$ cat config.mk
export PLATFORM = sky130hd
export DESIGN_NAME = fetch_stage
export DESIGN_NICKNAME = d
export VERILOG_FILES = /design/src/rtl/fetch_stage.sv
export SDC_FILE = /design/constraint.sdc
export NUM_CORES = 1
export LEC_CHECK = 0
export CORE_AREA = 2 2 173 175
export CTS_BUF_LIST = sky130_fd_sc_hd__clkbuf_4
export DETAILED_ROUTE_END_ITERATION = 10
export DIE_AREA = 0 0 175 177
export GPL_TIMING_DRIVEN = 0
export HOLD_SLACK_MARGIN = 0.1
export SLEW_MARGIN = 0
export SYNTH_ARGS = -nofsm -noshare
export SYNTH_HDL_FRONTEND = slang
export SYNTH_SLANG_ARGS = --single-unit
$ cat constraint.sdc
create_clock -name clk -period 6.9 [get_ports clk]
set_clock_uncertainty 0.15 [all_clocks]
set_input_delay 1.38 -clock clk [delete_from_list [all_inputs] [get_ports clk]]
set_output_delay 1.38 -clock clk [all_outputs]
set_load 0.1 [all_outputs]
$ cat src/rtl/fetch_stage.sv
// Instruction fetch stage: PC register, IF/ID pipeline register, RUN/HALTED
// control, sticky misaligned-redirect flag and saturating fetch counter.
module fetch_stage #(
    parameter logic [31:0] RESET_PC = 32'h0000_0000
) (
    input  logic        clk,
    input  logic        rst_n,
    input  logic        stall,
    input  logic        flush,
    input  logic        halt_req,
    input  logic        redirect_valid,
    input  logic [31:0] redirect_pc,
    output logic [31:0] imem_addr,
    input  logic [31:0] imem_rdata,
    output logic        if_id_valid,
    output logic [31:0] if_id_instr,
    output logic [31:0] if_id_pc,
    output logic [31:0] if_id_pc_plus4,
    output logic        halted,
    output logic        misalign_err,
    output logic [31:0] fetch_count
);

    localparam int unsigned XLEN = 32;

    typedef enum logic {
        ST_RUN    = 1'b0,
        ST_HALTED = 1'b1
    } state_e;

    state_e            state_q;
    logic [XLEN-1:0]   pc_q;
    logic [XLEN-1:0]   pc_plus4;
    logic [XLEN-1:0]   redirect_aligned;
    logic [XLEN-1:0]   fetch_count_inc;
    logic              if_id_valid_q;
    logic [XLEN-1:0]   if_id_instr_q;
    logic [XLEN-1:0]   if_id_pc_q;
    logic [XLEN-1:0]   if_id_pc_plus4_q;
    logic              halted_q;
    logic              misalign_err_q;
    logic [XLEN-1:0]   fetch_count_q;

    // Sequential-address arithmetic; the 32-bit add wraps naturally.
    assign pc_plus4         = pc_q + XLEN'(4);
    assign redirect_aligned = {redirect_pc[XLEN-1:2], 2'b00};
    assign fetch_count_inc  = (fetch_count_q == {XLEN{1'b1}}) ? fetch_count_q
                                                              : fetch_count_q + XLEN'(1);

    // Fetch address is the PC register itself, no extra latency.
    assign imem_addr = pc_q;

    // FSM plus all datapath registers; redirect beats halt beats flush beats stall.
    always_ff @(posedge clk) begin
        if (!rst_n) begin
            state_q          <= ST_RUN;
            pc_q             <= RESET_PC;
            if_id_valid_q    <= 1'b0;
            if_id_instr_q    <= '0;
            if_id_pc_q       <= '0;
            if_id_pc_plus4_q <= '0;
            halted_q         <= 1'b0;
            misalign_err_q   <= 1'b0;
            fetch_count_q    <= '0;
        end else if (redirect_valid) begin
            state_q       <= ST_RUN;
            halted_q      <= 1'b0;
            pc_q          <= redirect_aligned;
            if_id_valid_q <= 1'b0;
            if_id_instr_q <= '0;
            if (redirect_pc[1:0] != 2'b00) begin
                misalign_err_q <= 1'b1;
            end
        end else begin
            case (state_q)
                ST_RUN: begin
                    if (halt_req) begin
                        state_q       <= ST_HALTED;
                        halted_q      <= 1'b1;
                        if_id_valid_q <= 1'b0;
                        if_id_instr_q <= '0;
                    end else if (flush) begin
                        if_id_valid_q <= 1'b0;
                        if_id_instr_q <= '0;
                        if (!stall) begin
                            pc_q <= pc_plus4;
                        end
                    end else if (!stall) begin
                        pc_q             <= pc_plus4;
                        if_id_valid_q    <= 1'b1;
                        if_id_instr_q    <= imem_rdata;
                        if_id_pc_q       <= pc_q;
                        if_id_pc_plus4_q <= pc_plus4;
                        fetch_count_q    <= fetch_count_inc;
                    end
                end
                ST_HALTED: begin
                    // Only a redirect or reset leaves HALTED; everything holds.
                    state_q <= ST_HALTED;
                end
                default: begin
                    state_q <= ST_RUN;
                end
            endcase
        end
    end

    assign if_id_valid    = if_id_valid_q;
    assign if_id_instr    = if_id_instr_q;
    assign if_id_pc       = if_id_pc_q;
    assign if_id_pc_plus4 = if_id_pc_plus4_q;
    assign halted         = halted_q;
    assign misalign_err   = misalign_err_q;
    assign fetch_count    = fetch_count_q;

endmodule

After elaboration in Yosys (flattened, before gate mapping) --
Index checks and enable logic that the tools add are counted.
Storage, ports and cells: word-level logic and storage cells 45, register bits after elaboration 164, output and inout bits 163
Cells by class: mux-type cells 12, eq/ne operators 5, add/subtract/negate cells 2, bitwise logic cells 7, reductions and logical operators 9
Operators by type and width (number):
- $mux W32 | 7
- $add A32 B1 Y32 const B | 1
- $add A32 B3 Y32 const B | 1
- $eq A32 B32 Y1 const B | 1
- $reduce_and A2 Y1 | 4
- $not A1 Y1 | 7
- $reduce_and A6 Y1 | 1
- $reduce_and A5 Y1 | 1
- $mux W1 | 4
- $ne A2 B1 Y1 const B | 2
- $ne A3 B1 Y1 const B | 1
- $reduce_and A3 Y1 | 1
- $ne A2 B2 Y1 const B | 1
- $pmux W1 S2 | 1
- $reduce_bool A2 Y1 | 1
- $reduce_or A2 Y1 | 1

Logic depth before layout (Yosys ltp) --
word-level depth 5, depth in mapped cells 9

Least setup slack after synthesis --
No wires, ideal clock.
path type input -> register, start point in halt_req, end point reg fetch_count_q[16] (netlist: fetch_count[16]), stages 7, data required time 6680 ps, setup time 70 ps, slack 3497 ps, arrival time 3182 ps, buffers on the path 2, cells stage by stage or3_1 -> buf_2 -> or2_1 -> clkbuf_2 -> or3_1 -> or4_1 -> a21oi_1
Between the ends: longest elaborated chain between the ends 2
Ends and longest elaborated chain:
- from (decl) | line 10 | input logic halt_req,
- $not A1 Y1 (no line)
- $reduce_and A6 Y1 (no line)
- to (signal assigned) | line 94 | fetch_count_q <= fetch_count_inc;
- to (decl) | line 42 | logic [XLEN-1:0] fetch_count_q;
No other way between the ends. A chain may end at the register's enable or synchronous reset.

Worst setup path after layout --
start point reg pc_q[13] (netlist: imem_addr[13]), end point out imem_addr[13]
RTL lines:
- from (decl) | line 32 | logic [XLEN-1:0] pc_q;
- from (signal assigned) | line 68 | pc_q <= redirect_aligned;
- from (signal assigned) | line 86 | pc_q <= pc_plus4;
- from (signal assigned) | line 89 | pc_q <= pc_plus4;
- to (decl) | line 13 | output logic [31:0] imem_addr,
No word-level cell between the ends.

==> summary.txt <==
Routing
  – Routed Antenna Nets: 0
  – 1st-iter DRT viols: 404
  – TritonRoute pass-1 iters: 5
  – Wire per inst: 17.3 µm
  – Final wirelength: 25800 µm
  – DR vias/cell: 4.73
  – Routed via count: 7045
  – Post-route DRC: 0

Floorplanning
  – Die ar.: 0.0310 mm²
  – Core box area: 0.0292 mm²
  – Initial core utilization: 0.235
  – # rows: 63
  – DIE HEIGHT: 177 µm
  – Die W: 175 µm
  – Io pins: 233

STA
  – Fin crit period: 3.86 ns
  – Endpoints failing hold: 0
  – Setup TNS: 0 ns
  – Fmax: 259 MHz
  – RSZ-0062 raised after global routing: false
  – Period utilization: 0.560
  – Rel. slew slack: 0.271
  – Min Hold Slack: 0.306 ns
  – Slew @ Worst Pin: 1.09 ns
  – Max-slew violations: 0
  – Final setup fails: 0

Cells and area
  – Post-Layout Cell Count: 1490
  – Register area: 0.00316 mm²
  – Nets@finish: 1159
  – Design area: 0.00994 mm²
  – Synth-to-Final Area Change: 44.8%
  – Layout cell share with drive strength beyond 1: 0.0482
  – Fillcell total: 3089
  – Area taken by multi-input logic gates: 0.00338 mm²

Synth
  – Cell Area, Synth: 0.00687 mm²
  – Leading area contributor after synthesis: dfxtp_1
  – Cells after synthesis: 838
  – Post-synth EDFFs: 0
  – Synthesized flop and latch total: 158
  – Synth cell types: 44
  – Seq/Total Area, Yosys: 0.461
  – Synth area leaders: dfxtp_1 46%, a21oi_1 6.9%, xnor2_1 5.2%, nand2_1 5.2%, o21ai_0 4.5%
  – Top_reg_cell synth: dfxtp_1
  – Syn_area_per_cell: 8.19 µm²
  – Async SR Flop Fraction: 0
  – Share of the synthesized area in the top cell type: 0.461
  – Yosys warns: 0

Worst setup path
  – Critical-path cell list: clkdlybuf4s50_1
  – Worst endpoint data arrival time: 2.33 ns
  – Startpoint types: register
  – Top delay family on crit path: buffers and inverters
  – Crit Path Max Fanout: 8
  – CP Capture Type: primary output
  – WS Path Type: register to primary output
  – Largest stage delay on the critical path: 1.23 ns
  – Crit path required time: 5.37 ns
  – Buf/Inv on CP: 1
  – CP max-delay cell: clkdlybuf4s50_1

Place
  – Post-Place Cell Area: 0.00963 mm²
  – Post-detail-place hpwl: 19500 µm
  – IO buf count: 225
  – Placed insts: 1458
  – Final Wtd Congestion: 0.832

Power
  – Peak supply drop: 0.0951 mV
  – Leakage: 0.00305 µW
  – Pwr Density: 199 mW/mm²
  – Total power draw: 1980 µW

Clock tree
  – # Post-CTS Setup Buffers: 0
  – Hold-fix buffers at CTS: 0
  – Clk buf depth: 2
  – Root buffer cell: clkbuf_4
  – Clk slew on worst S/H paths: 0.14 ns
  – # resized after CTS: 0
  – Worst skew pair latency: 0.59 ns
  – H-tree levels: 4
  – Total CTS buffers: 17
  – Total clock sinks: 158
  – TritonCTS clock tree: done

GRT
  – Initial antenna violation count: 1
  – GRT Util Overall: 0.162
  – Vias in the first global route: 6624
  – First-pass GRT wire length: 38900 µm
  – Largest net degree at the start of global routing: 17
  – Grt ovf: 0

Job
  – Max-cap violations: 0

Status
  – Status: complete, no violations

Hold path
  – Hold/Removal Path Class: register to register
==> power by group <==
group | switching, µW | leakage (µW) | internal (µW)
sequential | 26.5 | 0.00128 | 935
clock | 378 | 0.000162 | 258
combinational | 274 | 0.00161 | 106
total | 679 | 0.00305 | 1300
==> final timing paths <==
kind	end	from	slack [ns]	cells after the start
min	misalign_err	misalign_err	0.31	2
max	imem_addr[13]	imem_addr[13]	3.04	1
min reg2reg	misalign_err	misalign_err	0.31	2
max reg2reg	fetch_count[7]	fetch_count[0]	3.89	9
==> metrics by stage <==
stage / utilization / setup WS [ns]
2_1_floorplan: - / 3.50
3_3_place_gp: 0.329 / 2.35
3_5_place_dp: 0.329 / 2.48
4_1_cts: 0.340 / 2.99
5_1_grt: 0.340 / 2.93
6_report: 0.340 / 3.04
==> layout by cell type (no fill, tap or decap), types with 12 or more instances in the layout <==
| master | n |
|---|---|
| nor4_1 | 15 |
| nand4_1 | 21 |
| nand2_1 | 95 |
| clkbuf_1 | 55 |
| clkdlybuf4s50_1 | 225 |
| o31ai_1 | 13 |
| a211oi_1 | 12 |
| a22oi_1 | 32 |
| or4_1 | 15 |
| nor2_1 | 75 |
| or3_1 | 24 |
| clkbuf_4 | 17 |
| a21oi_1 | 95 |
| dfxtp_1 | 158 |
| xnor2_1 | 41 |
| nand3_1 | 22 |
| o21ai_0 | 62 |
| nor3_1 | 12 |
==> per-layer routing <==
layer / vias to the layer above / wire length (µm) / track usage
li1: 3474 / - / -
met1: 3346 / 11900 / 0.214
met2: 192 / 12200 / 0.267
met3: 33 / 1140 / 0.0292
met4: 0 / 580 / 0.0538
met5: - / 0 / 0
==> registers in the layout (all words and copies together), names as in the netlist <==
name / count
misalign_err: 1
if_id_valid: 1
if_id_pc: 30
imem_addr: 30
if_id_pc_plus4: 30
if_id_instr: 32
fetch_count: 32
halted: 1
state_q: 1
==> synth_stat cells (2+ instances only) <==
library cell	n
a21oi_1	95
a211oi_1	12
o31ai_1	13
nor2_1	75
and4_1	6
inv_1	10
xnor2_1	41
o41ai_1	2
or3_1	24
nand3_1	22
and2_1	3
dfxtp_1	158
clkbuf_1	55
or4_1	15
nand2b_1	3
nor4_1	15
ha_1	2
nand4_1	21
nand2_1	95
nor3_1	13
a31oi_1	10
buf_4	6
o21ai_0	62
and3_1	5
buf_1	2
mux2i_1	5
xor2_1	10
buf_2	8
a22oi_1	32
or2_2	4
==> final cells by class <==
cell class | instances | share of cell area
multi-input cells | 602 | 0.340
clock buffers | 17 | 0.0128
inverters | 11 | 0.00415
plain buffers | 72 | 0.0306
diodes | 1 | 0.000252
flip-flops and latches | 158 | 0.318
clock inverters | 14 | 0.0184
well taps | 390 | 0.0491
repair buffers | 225 | 0.227
==> cell families after synthesis <==
| group | after synthesis | share of synthesized area |
|---|---|---|
| adder cells (fa/ha/maj) | 2 | 0.00364 |
| AND/OR/NAND/NOR | 307 | 0.218 |
| other | 1 | 0.000546 |
| buffers and inverters | 83 | 0.0503 |
| flip-flops | 158 | 0.461 |
| AO/OA/AOI/OAI | 231 | 0.194 |
| XOR/XNOR | 51 | 0.0651 |
| multiplexers | 5 | 0.00729 |
No activity file was read; power rests on OpenSTA's default activity.
